===== src/rtl/ariane_exit_reporter.sv =====
// End-of-test reporter: captures the first ECALL's counters, divides out milli-IPC,
// then streams a fixed 26-byte packet to the host over a byte valid/ready channel.
module ariane_exit_reporter #(
   parameter logic [7:0] HEADER = 8'hFE,
   parameter int         SCALE  = 1000
) (
   input  logic        clk_i,
   input  logic        rst_i,
   input  logic        ex_i,
   input  logic [63:0] cause_i,
   input  logic [63:0] cycle_i,
   input  logic [63:0] instret_i,
   output logic [7:0]  tx_data_o,
   output logic        tx_valid_o,
   input  logic        tx_ready_i,
   output logic        busy_o,
   output logic        done_o
);

   localparam int             PW      = 64 + $clog2(SCALE);
   localparam int             NBYTES  = 26;
   localparam logic [PW-1:0]  SCALE_W = PW'(SCALE);
   localparam logic [6:0]     DIV_END = 7'(PW);
   localparam logic [4:0]     B_LAST  = 5'(NBYTES - 1);

   typedef enum logic [1:0] {IDLE, DIV, SEND, DONE} state_t;

   state_t            state_q, state_d;
   logic [63:0]       c_q, i_q;
   logic [7:0]        k_q;
   logic [PW-1:0]     dq_q;
   logic [63:0]       rem_q;
   logic [6:0]        cnt_q;
   logic [4:0]        b_q;
   logic              busy_q;

   logic              is_ecall;
   logic [PW-1:0]     prod;
   logic [64:0]       rem_sh;
   logic              fits;
   logic [63:0]       rem_sub;
   logic [63:0]       mipc;
   logic [8*NBYTES-1:0] pkt;
   logic [7:0]        tx_byte;

   assign is_ecall = (cause_i == 64'd8) || (cause_i == 64'd9) || (cause_i == 64'hb);
   assign prod     = {{(PW-64){1'b0}}, i_q} * SCALE_W;

   // When the divisor fits, the true remainder is below C, so a 64-bit modular subtract is exact.
   assign rem_sh   = {rem_q, dq_q[PW-1]};
   assign fits     = rem_sh >= {1'b0, c_q};
   assign rem_sub  = rem_sh[63:0] - c_q;

   assign mipc     = (c_q == 64'd0) ? '1 : dq_q[63:0];
   assign pkt      = {mipc, i_q, c_q, k_q, HEADER};

   always_comb begin
      tx_byte = 8'h00;
      for (int j = 0; j < NBYTES; j++) begin
         if (b_q == 5'(j)) tx_byte = pkt[j*8 +: 8];
      end
   end

   always_comb begin
      state_d = state_q;
      case (state_q)
         IDLE: if (ex_i && is_ecall)             state_d = DIV;
         DIV:  if (cnt_q == DIV_END)             state_d = SEND;
         SEND: if (tx_ready_i && b_q == B_LAST)  state_d = DONE;
         DONE: state_d = DONE;
         default: state_d = IDLE;
      endcase
   end

   // Counter value 0 loads the dividend; values 1..PW each produce one quotient bit.
   always_ff @(posedge clk_i or posedge rst_i) begin
      if (rst_i) begin
         state_q <= IDLE;
         c_q     <= '0;
         i_q     <= '0;
         k_q     <= '0;
         dq_q    <= '0;
         rem_q   <= '0;
         cnt_q   <= '0;
         b_q     <= '0;
         busy_q  <= 1'b0;
      end else begin
         state_q <= state_d;
         busy_q  <= (state_d == DIV) || (state_d == SEND);
         case (state_q)
            IDLE: begin
               if (ex_i && is_ecall) begin
                  c_q   <= cycle_i;
                  i_q   <= instret_i;
                  k_q   <= cause_i[7:0];
                  cnt_q <= '0;
               end
            end
            DIV: begin
               cnt_q <= cnt_q + 7'd1;
               b_q   <= '0;
               if (cnt_q == 7'd0) begin
                  dq_q  <= prod;
                  rem_q <= '0;
               end else begin
                  dq_q  <= {dq_q[PW-2:0], fits};
                  rem_q <= fits ? rem_sub : rem_sh[63:0];
               end
            end
            SEND: begin
               if (tx_ready_i) b_q <= b_q + 5'd1;
            end
            default: ;
         endcase
      end
   end

   assign tx_valid_o = (state_q == SEND);
   assign tx_data_o  = (state_q == SEND) ? tx_byte : 8'h00;
   assign busy_o     = busy_q;
   assign done_o     = (state_q == DONE);

endmodule


===== config.mk =====
export PLATFORM = sky130hd
export DESIGN_NAME = ariane_exit_reporter
export DESIGN_NICKNAME = d
export VERILOG_FILES = /design/src/rtl/ariane_exit_reporter.sv
export SDC_FILE = /design/constraint.sdc
export NUM_CORES = 2
export LEC_CHECK = 0
export CAP_MARGIN = 20
export CORE_UTILIZATION = 60
export DETAILED_ROUTE_END_ITERATION = 10
export DONT_BUFFER_PORTS = 1
export GPL_TIMING_DRIVEN = 0
export HOLD_SLACK_MARGIN = 0.02
export PLACE_DENSITY = 0.76
export SLEW_MARGIN = 20
export SYNTH_ARGS = -nofsm -noshare
export SYNTH_HDL_FRONTEND = slang
export SYNTH_SLANG_ARGS = --single-unit

===== constraint.sdc =====
create_clock -name clk_i -period 14.14 [get_ports clk_i]
set_clock_uncertainty 0.2 [all_clocks]
set_input_delay 0 -clock clk_i [delete_from_list [all_inputs] [get_ports clk_i]]
set_output_delay 0 -clock clk_i [all_outputs]
set_load 0.005 [all_outputs]

Yosys cells after proc, flatten, opt, wreduce, memory -nomap -nowiden
Cells that the tools add are included.

operators by class
  add/sub/neg operators = 3
  multipliers = 1
  divide/modulo/power cells = 0
  $lt $le $gt $ge = 1
  equality and inequality tests = 36
  shift-type cells = 0
  multiplexer cells = 39
  bitwise logic cells = 0
  reductions and logical operators = 14

operators by type and width
  operator                                                              number
  8-bit 2-to-1 mux                                                      27
  64-bit by 4-bit == test with 1-bit output, second input constant      3
  64-bit 2-to-1 mux                                                     3
  74-bit 2-to-1 mux                                                     1
  64-bit by 7-bit multiplier with 71-bit output, second input constant  1
  65-bit by 64-bit >= comparator with 1-bit output                      1
  64-bit logical NOT                                                    1
  64-bit subtractor                                                     1
  5-bit == test, second input constant                                  10
  5-bit by 4-bit == test with 1-bit output, second input constant       8
  5-bit by 3-bit == test with 1-bit output, second input constant       4
  7-bit one-hot mux with 2 select lines                                 1
  5-bit by 2-bit == test with 1-bit output, second input constant       2
  5-bit one-hot mux with 2 select lines                                 1
  2-bit one-hot mux with 4 select lines                                 1
  7-bit by 1-bit adder with 7-bit output, second input constant         1
  7-bit == test, second input constant                                  1
  7-bit logical NOT                                                     1
  7-bit 2-to-1 mux                                                      1
  2-bit == test, second input constant                                  3
  2-bit 2-to-1 mux                                                      3
  2-bit AND reduction                                                   3
  5-bit by 1-bit adder with 5-bit output, second input constant         1
  5-bit by 1-bit == test with 1-bit output, second input constant       1
  9 further kinds                                                       14

word-level totals
  bits in registers = 289
  latch bits = 0
  bits in writable memories = 0
  bits in read-only memories = 0
  input port bits = 196
  output and inout port bits = 11
  logic and storage cells = 103
  memories kept = 0

Depth between registers and ports, before layout
  depth in word-level cells = 28
  gate-level depth with buffers = 22
  mapped depth without buffers = 22

Worst setup path before layout
Ideal clock, no wire load.

  kind = register to register
  from = register i_q[5]
  to = register dq_q[67]
  library setup time = 0.129 ns
  data arrival time = 5.292 ns
  required time = 13.811 ns
  slack = 8.519 ns
  cell stages (with the launch flop) = 21
  buffers on the path = 0
  period minus slack after synthesis = 5.621 ns
  path through = dfrtp_1 -> inv_1 -> fa_1 -> fa_1 -> fa_1 -> fa_1 -> inv_1 -> ha_1 -> a21o_1 -> a21oi_1 -> o31ai_2 -> o311a_1 -> a2111oi_4 -> a21oi_2 -> o21ai_4 -> a21oi_2 -> o311a_1 -> o2111ai_2 -> a2111oi_1 -> a31oi_1 -> nand3_1

on the way
  longest elaborated chain between the ends = 2

ends and longest elaborated chain
  element                                        line  text
  from (decl)                                    29    logic [63:0] c_q, i_q;
  from (signal assigned)                         94    i_q <= instret_i;
  64-bit by 7-bit multiplier with 71-bit output  47    assign prod = {{(PW-64){1'b0}}, i_q} * SCALE_W;
  74-bit 2-to-1 mux                              102   if (cnt_q == 7'd0) begin
  to (signal assigned)                           103   dq_q <= prod;
  to (signal assigned)                           106   dq_q <= {dq_q[PW-2:0], fits};
  to (decl)                                      31    logic [PW-1:0] dq_q;

Every way passes these cells.
A chain may end at the register's enable or synchronous reset.

Worst setup path after layout
  from = register i_q[17]
  to = register dq_q[72]

The elaborated chain is that of the path after synthesis.

==> results_dict.tcl <==
set metrics [dict create \
    status "finished, final reports clean" \
    syn_area_um2 28300 \
    synthDistinctLibCells 81 \
    core_area_um2 46600 \
    hold_path_startpoint "cause_i[2]" \
    via_count 27400 \
    pin_count 207 \
    power.switching_w 0.000437 \
    path_common_cell "fa_1" \
    power_switching_share 0.230 \
    port_buffers 0 \
    reg2regPathDepth 20 \
    place_congestion 1.01 \
    design_area_um2 33200 \
    criticalPathCategory "reg -> reg" \
    maxCapViolCount 0 \
    clock_sinks 289 \
    finalSetupViolCount 0 \
    yosysSeqAreaShare 0.255 \
    synth_warnings 0 \
    p_comb_frac 0.029 \
    slowest_delay_ns 0.60 \
    cts_tree "yes" \
    dieWidth_um 219 \
    initial_core_util 0.609 \
    worstPathArrival_ns 7.08 \
    fin_util 0.713 \
    slowest_stage "fa_1" \
    area_delta_synth_final_pct 17.1 \
    finalCritPeriodShare 0.486 \
    placedCellCount 3943 \
    routed_wl_mm 99.0 \
    hold_path_class "in -> reg" \
    hold_viol_final 0 \
    multi_input_area_um2 19100 \
    rsz0062_at_grt "false" \
    regArea_um2 7230 \
    max-clock-path-buffers 3 \
    synth_top_area_share 0.255 \
    wire_per_inst_um 23.1 \
    antenna_left 0 \
    synth_edf_count 0 \
    antenna_found_initial 5 \
    finalNonFillerCells 4283 \
    dpl_cell_area_um2 29200 \
    critPathLaunchType "register" \
    r2r-start "i_q[17]" \
    clk_latency_ns 0.57 \
    syn_avg_cell_area_um2 8.51 \
    drive_above_1_share 0.0302 \
    grt.overflow.total 0 \
    endpoint_kind "register" \
    grt_usage 0.418 \
    final_cell_mix "nand2_1, inv_1, dfrtp_1" \
    grt_max_degree 108 \
    peakVddDrop_uv 111 \
    worstMarginPinSlew_ns 1.15 \
    first_pass_iters 6 \
    htree_levels 2 \
    final_common_cell "nand2_1" \
    grt_pass1_wl_mm 153 \
    leakagePower_nw 15.6 \
    critPathRequiredTime_ns 14.35 \
    internal-power_w 0.00146 \
    maxSlewHeadroom 0.233 \
    synth_flop_cell "dfrtp_1" \
    hpwlAfterDp_mm 72.7 \
    ys_ff_latch 289 \
    cts_buffers 36 \
    path_clk_slew_ns 0.06 \
    rows 79 \
    die_area_um2 48100 \
    synthCells 3332 \
    die_y_um 219 \
    yosys-top-cells-area "dfrtp_1, fa_1, ha_1, nand2_1, inv_1" \
    syn_nets 3996 \
    viasPerCell 6.39 \
    fmax_mhz 146 \
    finalNetCount 4306 \
    grt_pass1_vias 27500 \
    critical_path_peak_fanout 7 \
    nFillCells 3575 \
    pwr-share-clk 0.535 \
    timing.final.max_slew_violations 0 \
    drc_errors 0 \
    worst_r2r_endpoint "dq_q[72]" \
    cp_cell_sequence "inv_1 > fa_1 > fa_1 > fa_1 > fa_1 > inv_1 > ha_1 > clkbuf_1 > nand4_1 > nor4_1 > o211ai_1 > o211ai_1 > o2111ai_1 > a31oi_1 > nand4_1 > a22o_1 > o21ai_1 > a211o_1 > xnor2_1 > o21ai_1" \
    postCtsSetupBuffers 0 \
    r2r_setup_slack_ns 7.27 \
    root_buffer "clkbuf_16" \
    setup_tns_ns 0 \
    drtIter0Drc 2915 \
    async_flop_share 1.00 \
    power_density_nw_per_um2 57.2 \
    min_path_cells 6 \
    min_to "cnt_q[4]" \
    period_needed_ns 6.87 \
    seqPwrFrac 0.436 \
    yosysTopAreaCell "dfrtp_1" \
]
routing by layer:
layer | track usage | share of wire
met3 | 0.0916 | 0.099
met2 | 0.648 | 0.45
met1 | 0.562 | 0.41
met4 | 0.185 | 0.046
met5 | 0 | 0
repair_timing:
action	4_1_cts	5_1_grt
resized for setup	0	0
setup endpoints to repair	0	0
hold buffers	268	0
hold endpoints to repair	429	0
synth_stat cells, drive strengths merged (32+ instances only):
master	number
dfrtp	289
nor4	38
xor2	50
o211ai	34
ha	221
nand3	61
a21oi	282
o21ai	347
xnor2	71
nand4	42
a21o	90
nor2	204
fa	247
nand2	424
inv	380
clkbuf	123
a31oi	32
registers in the layout (all words and copies together), names as in the netlist:
register / flops
b_q: 5
busy_o: 1
c_q: 64
cnt_q: 7
dq_q: 74
i_q: 64
k_q: 8
rem_q: 64
state_q: 2
final cells by class:
| class | count | area share |
|---|---|---|
| sequential | 289 | 0.218 |
| clock inverter | 13 | 0.00490 |
| clock buffer | 53 | 0.0336 |
| tap | 607 | 0.0229 |
| timing repair buffer | 272 | 0.0838 |
| antenna | 6 | 0.000452 |
| buffer | 142 | 0.0168 |
| multi-input combinational | 2520 | 0.576 |
| inverter | 381 | 0.0433 |
worst max path at each step:
stage	startpoint	to	slack, ns
final	i_q[17]	dq_q[72]	7.27
after global routing	i_q[17]	dq_q[62]	7.05
after CTS	i_q[18]	dq_q[72]	7.38
after detailed placement	i_q[18]	dq_q[72]	7.41
after global placement	rst_i	i_q[51]	2.81
after floorplan	rst_i	b_q[0]	5.96
cell families after synthesis:
group	synth area share
muxes	0.00609
xor gates and xnor gates	0.0374
and+or+nand+nor	0.144
adders and majority gates	0.272
DFF	0.255
AOI/OAI and AO/OA	0.215
buffers and inverters	0.0700
through the flow:
step | total power, W | hold slack (ns) | setup WS (ns)
final | 0.00190 | 0.103 | 7.27
after global placement | 0.000861 | -0.0836 | 2.81
after floorplan | 0.000856 | -0.0875 | 5.96
after global routing | 0.00194 | 0.209 | 7.05
after CTS | 0.00189 | 0.0489 | 7.38
after detailed placement | 0.000864 | -0.355 | 7.41
power by group through the flow:
stage / Clock [W] / Sequential, W / Combinational (W)
2_1_floorplan: 0 / 0.000843 / 0.0000133
3_3_place_gp: 0 / 0.000843 / 0.0000180
3_5_place_dp: 0 / 0.000842 / 0.0000220
4_1_cts: 0.00101 / 0.000827 / 0.0000536
5_1_grt: 0.00105 / 0.000827 / 0.0000594
6_report: 0.00102 / 0.000827 / 0.0000549
critical path: cells and delay by family, from the launching register on:
family                   cells  cell delay (ns)
AND/OR/NAND/NOR              3             0.73
XOR/XNOR                     1             0.12
adder cells (fa/ha/maj)      5             2.35
buffers and inverters        3             0.57
flip-flops                   1             0.54
AO/OA/AOI/OAI                8             2.20
Power figures use the tool's default switching activity.
